[src/rtl/aes_pkg.sv]
// Shared AES datapath types and widths.
// Used by the byte assembler and the block-to-byte splitter.
package aes_pkg;

  localparam int AES_BLOCK_W   = 128;
  localparam int AES_BYTE_W    = 8;
  localparam int AES_NUM_BYTES = 16;

  typedef logic [AES_BYTE_W-1:0]  byte_t;
  typedef logic [AES_BLOCK_W-1:0] block_t;

endpackage

[src/rtl/aes_byte_assembler_if.sv]
// Byte-in / block-out valid-ready bundle for the AES byte assembler.
// slave: the assembler side; master: the host/consumer side.
//   in_byte/in_valid/in_ready/in_abort : byte stream in
//   out_block/out_valid/out_ready      : block stream out
//   fill_count                         : bytes in the partial block
interface aes_byte_assembler_if
  import aes_pkg::*;
#(
  parameter int NUM_BYTES = AES_NUM_BYTES,
  parameter int BYTE_W    = AES_BYTE_W
);

  localparam int BLK_W = NUM_BYTES * BYTE_W;
  localparam int CNT_W = $clog2(NUM_BYTES);

  logic [BYTE_W-1:0] in_byte;
  logic              in_valid;
  logic              in_ready;
  logic              in_abort;
  logic [BLK_W-1:0]  out_block;
  logic              out_valid;
  logic              out_ready;
  logic [CNT_W-1:0]  fill_count;

  modport master (
    output in_byte,
    output in_valid,
    output in_abort,
    output out_ready,
    input  in_ready,
    input  out_block,
    input  out_valid,
    input  fill_count
  );

  modport slave (
    input  in_byte,
    input  in_valid,
    input  in_abort,
    input  out_ready,
    output in_ready,
    output out_block,
    output out_valid,
    output fill_count
  );

endinterface

[src/rtl/aes_byte_assembler.sv]
// Collects NUM_BYTES bytes into one block, first byte at the MSB.
// Ports: clk, rst (sync, active high), bus (slave modport).
module aes_byte_assembler
  import aes_pkg::*;
#(
  parameter int NUM_BYTES = AES_NUM_BYTES,
  parameter int BYTE_W    = AES_BYTE_W
) (
  input  logic                  clk,
  input  logic                  rst,
  aes_byte_assembler_if.slave   bus
);

  localparam int BLK_W = NUM_BYTES * BYTE_W;
  localparam int CNT_W = $clog2(NUM_BYTES);
  localparam int PTR_W = $clog2(BLK_W);

  localparam logic [CNT_W-1:0] LAST =
    CNT_W'(NUM_BYTES - 1);

  logic [CNT_W-1:0] r_cnt;
  logic [BLK_W-1:0] r_acc;
  logic [BLK_W-1:0] r_out_block;
  logic             r_out_valid;

  logic             w_in_ready;
  logic             w_accept;
  logic             w_done;
  logic [PTR_W-1:0] w_msb;

  // Only the completing byte needs the output
  // register; earlier bytes buffer in r_acc.
  assign w_in_ready = (r_cnt != LAST)
                    | ~r_out_valid
                    | bus.out_ready;

  assign w_accept = bus.in_valid
                  & w_in_ready
                  & ~bus.in_abort;

  assign w_done = w_accept & (r_cnt == LAST);

  // Top bit of slot r_cnt; slot 0 is the MSB byte.
  assign w_msb = PTR_W'(BLK_W - 1)
               - PTR_W'(r_cnt) * PTR_W'(BYTE_W);

  always_ff @(posedge clk) begin
    if (rst) begin
      r_cnt       <= '0;
      r_acc       <= '0;
      r_out_block <= '0;
      r_out_valid <= 1'b0;
    end else begin
      if (bus.in_abort) begin
        r_cnt <= '0;
        r_acc <= '0;
      end else if (w_done) begin
        r_cnt <= '0;
        r_acc <= '0;
      end else if (w_accept) begin
        r_cnt <= r_cnt + CNT_W'(1);
        r_acc[w_msb -: BYTE_W] <= bus.in_byte;
      end

      // A completing block wins over a drain,
      // so valid stays high across back-to-back.
      if (w_done) begin
        r_out_block <= {r_acc[BLK_W-1:BYTE_W],
                        bus.in_byte};
        r_out_valid <= 1'b1;
      end else if (r_out_valid & bus.out_ready) begin
        r_out_valid <= 1'b0;
      end
    end
  end

  assign bus.in_ready   = w_in_ready;
  assign bus.out_block  = r_out_block;
  assign bus.out_valid  = r_out_valid;
  assign bus.fill_count = r_cnt;

endmodule

[src/flat_wrapper.sv]
// flat-port wrapper written by rule: the top's interface ports become plain ports
module aes_byte_assembler_flat import aes_pkg::*;
#(
  parameter int NUM_BYTES = AES_NUM_BYTES,
  parameter int BYTE_W    = AES_BYTE_W
)
  (clk, rst, bus_in_byte, bus_in_valid, bus_in_abort, bus_out_ready, bus_in_ready, bus_out_block, bus_out_valid, bus_fill_count);
  aes_byte_assembler_if #(.NUM_BYTES(NUM_BYTES), .BYTE_W(BYTE_W)) bus_i ();
  input  logic clk;
  input  logic rst;
  input wire logic [$bits(bus_i.in_byte)-1:0] bus_in_byte;
  input wire logic [$bits(bus_i.in_valid)-1:0] bus_in_valid;
  input wire logic [$bits(bus_i.in_abort)-1:0] bus_in_abort;
  input wire logic [$bits(bus_i.out_ready)-1:0] bus_out_ready;
  output wire logic [$bits(bus_i.in_ready)-1:0] bus_in_ready;
  output wire logic [$bits(bus_i.out_block)-1:0] bus_out_block;
  output wire logic [$bits(bus_i.out_valid)-1:0] bus_out_valid;
  output wire logic [$bits(bus_i.fill_count)-1:0] bus_fill_count;
  assign bus_i.in_byte = bus_in_byte;
  assign bus_i.in_valid = bus_in_valid;
  assign bus_i.in_abort = bus_in_abort;
  assign bus_i.out_ready = bus_out_ready;
  assign bus_in_ready = bus_i.in_ready;
  assign bus_out_block = bus_i.out_block;
  assign bus_out_valid = bus_i.out_valid;
  assign bus_fill_count = bus_i.fill_count;
  aes_byte_assembler #(.NUM_BYTES(NUM_BYTES), .BYTE_W(BYTE_W)) u_core (.clk(clk), .rst(rst), .bus(bus_i));
endmodule
[config.mk]
export PLATFORM = sky130hd
export DESIGN_NAME = aes_byte_assembler_flat
export DESIGN_NICKNAME = d
export VERILOG_FILES = /design/src/rtl/aes_pkg.sv /design/src/rtl/aes_byte_assembler_if.sv /design/src/rtl/aes_byte_assembler.sv /design/src/flat_wrapper.sv
export SDC_FILE = /design/constraint.sdc
export NUM_CORES = 1
export LEC_CHECK = 0
export ABC_AREA = 1
export BUFFER_PORTS_ARGS = -buffer_cell sky130_fd_sc_hd__buf_2
export CAP_MARGIN = 20
export CORE_MARGIN = 3
export CORE_UTILIZATION = 40
export DETAILED_ROUTE_END_ITERATION = 6
export HOLD_SLACK_MARGIN = 0.15
export SYNTH_ARGS = -nofsm -noshare
export SYNTH_HDL_FRONTEND = slang
export SYNTH_SLANG_ARGS = --single-unit
[constraint.sdc]
create_clock -name clk -period 1.7 [get_ports clk]
set_input_delay 0.34 -clock clk [delete_from_list [all_inputs] [get_ports clk]]
set_output_delay 0.34 -clock clk [all_outputs]
set_load 0.02 [all_outputs]
==> results_dict.tcl <==
set metrics [dict create \
    crit_path_end_kind "flop" \
    die_w_um 169 \
    yosys_register_bits 253 \
    drc 0 \
    path_max_fanout 14 \
    via_per_inst 4.96 \
    fin_tns_setup_ns -4.29 \
    hold_viol_final 0 \
    io_pins 147 \
    period_minus_slack_ns 1.78 \
    rows 58 \
    initial_core_util 0.413 \
    fp.dieArea_um2 28500 \
    violations "setup timing" \
    overflow 0 \
    ff2ff_path_depth 11 \
    grt_usage 0.202 \
    antenna_found_initial 1 \
    hp-class "in2reg" \
    ant_nets 0 \
    hold-path-endpoint "u_core.bus.out_block[0]$_SDFFE_PP0P_" \
    wl_met1_um 15700 \
    grt_pass1_vias 8895 \
    timing.rr.start "u_core.bus.fill_count[0]$_SDFFE_PP0P_" \
    skew_ns 0.0102 \
    leakagePower_nw 5.68 \
    route.met2.wl_um 14500 \
    worst_ep_arrival_time_ns 2.20 \
    nets 1726 \
    crit_start "u_core.bus.fill_count[0]$_SDFFE_PP0P_" \
    relSlewSlack 0.681 \
    status "finished, violations left" \
    synth.avg_cell_area_um2 6.88 \
    rsz0062_at_grt "true" \
    layout_common_cells "508 x nand2_1, 250 x dfxtp_1, 183 x inv_1" \
    grt_pass1_wl_um 47600 \
    reg2reg_to "u_core.r_acc[11]$_SDFFE_PP0P_" \
    synth_nets 1559 \
    period_share 1.05 \
    fillers 2526 \
    yosys_warnings 0 \
    finish.utilization 0.536 \
    hold_depth 3 \
    synth_cell_types 20 \
    final_common_cell "nand2_1" \
    drive_above_1_share 0.205 \
    r2r_slack_ns -0.08 \
    power_density_nw_per_um2 882 \
    hpwl_um 19700 \
    clock-sinks 253 \
    clk_latency_ns 0.53 \
    ir_worst_vdd_mv 0.625 \
    netlist_instances 1540 \
    path_clk_slew_ns 0.06 \
    vias 10200 \
    clk_path_buf_depth 3 \
    numCtsBuffers 27 \
    diodes 0 \
    synth_area_um2 10600 \
    ctsHoldBuffers 0 \
    crit_type "reg2reg" \
    crit_required_ns 2.12 \
    max-cap-violations 0 \
    synth_top_area_frac 0.478 \
    setup_slack_ns -0.0777 \
    synth.yosys.seq_area_share 0.478 \
    min_from "bus_in_byte[0]" \
    coreArea_um2 25600 \
    synth_area_leader_cell "dfxtp_1" \
    whs_ns 0.239 \
    clockRootBuffer "clkbuf_16" \
    drt_iter0_drc 987 \
    syn_to_final_growth_pct 29.6 \
    max_freq_ghz 0.563 \
    routed.top_layer "met4" \
    grt_max_degree 71 \
    cp-start-kind "flop" \
    instances_no_fill 2053 \
    setup_viol 168 \
    tightestPinTransition_ns 0.477 \
    ys_top_cells_by_area "dfxtp_1 48%, nand2_1 18%, nand3_1 7.7%, inv_1 6.5%, a21oi_1 6.2%" \
    maxSlewViolCount 0 \
    wirelength_um 33500 \
    gp_congestion 0.815 \
    placed_cells 1974 \
    fp.dieH_um 169 \
    cts_tree "done" \
    drt_first_pass_iters 5 \
    post_drt_wl_per_cell_um 16.3 \
    htree_levels 1 \
    port_buffers 146 \
    wl_met3_um 2670 \
]
## report_power, final
group	switching, mW	internal [mW]	total, mW	leakage (nW)
combinational	0.393	0.185	0.579	3.25
sequential	0.00635	5.94	5.95	2.04
clock	2.33	3.25	5.58	0.400
## kinds of logic after synthesis
family,Yosys count,synth area share
AOI/OAI and AO/OA,134,0.0636
adders and majority gates,6,0.00709
buffers and inverters,287,0.109
DFF,253,0.478
and+or+nand+nor,860,0.342
## layer usage
layer  vias up  GRT usage
met5         -          0
li1       5126          -
met1      4614      0.301
met2       380      0.311
met4         0     0.0388
met3        61     0.0362
## final cells by class
cell class              count  area, um^2  area share
clock buffers              38         727      0.0529
repair inverters            2        20.0     0.00146
well taps                 330         413      0.0301
multi-input cells        1000        4680       0.341
flip-flops and latches    253        5070       0.369
repair buffers            231        1990       0.145
inverters                 192         743      0.0541
clock inverters             7        85.1     0.00620
## stage by stage
stage | total power [mW] | cell area, um^2 | worst slack [ns]
3_5_place_dp | 6.52 | 11900 | 0.0759
4_1_cts | 12.1 | 12800 | -0.157
6_report | 12.1 | 13700 | -0.0777
3_3_place_gp | 6.52 | 11900 | 0.0817
5_1_grt | 12.5 | 13700 | -0.129
2_1_floorplan | 6.36 | 10600 | -0.0272
## synthesized netlist by cell type
cell type and number:
nand2_1 516, dfxtp_1 253, inv_1 183, nand3_1 162, a21oi_1 131, nor2_1 123
buf_2 50, clkbuf_1 38, nand4_1 32, nor2_2 16, nand3_2 8, ha_1 6
buf_4 5, inv_2 5, clkinv_1 4, buf_1 2, nor2_4 2, o21ai_0 2
nand2_2 1, o21bai_1 1
## what timing repair did
| action | 4_1_cts | 5_1_grt |
|---|---|---|
| gates resized for setup | 12 | 76 |
| pin swaps | 3 | 6 |
| setup buffers | 3 | 8 |
| gates cloned | 0 | 24 |
| endpoints found under the setup margin | 2 | 162 |
## worst max-delay path by stage
stage | endpoint | slack [ns] | depth (start not counted)
final | u_core.r_acc[11]$_SDFFE_PP0P_ | -0.08 | 11
after global routing | u_core.r_acc[11]$_SDFFE_PP0P_ | -0.13 | 11
after CTS | bus_in_ready | -0.16 | 6
after detailed placement | u_core.r_acc[101]$_SDFFE_PP0P_ | 0.08 | 10
after global placement | u_core.r_acc[65]$_SDFFE_PP0P_ | 0.08 | 10
after floorplan | u_core.r_acc[16]$_SDFFE_PP0P_ | -0.03 | 10
## worst max-delay path: stages, from the launching register on
cell       delay, ns
dfxtp_2         0.34
ha_4            0.17
buf_4           0.12
buf_4           0.13
nand3_1         0.09
nor2_1          0.07
nor2_4          0.13
buf_12          0.18
clkbuf_16       0.20
nand3_1         0.09
nand2_1         0.09
nor2_1          0.05
## state kept, by name (all words and copies together), names as in the netlist
signal                 count
u_core.bus.out_block     128
u_core.r_acc             120
u_core.bus.out_valid       1
u_core.bus.fill_count      4
No activity file was read; power rests on OpenSTA's default activity.
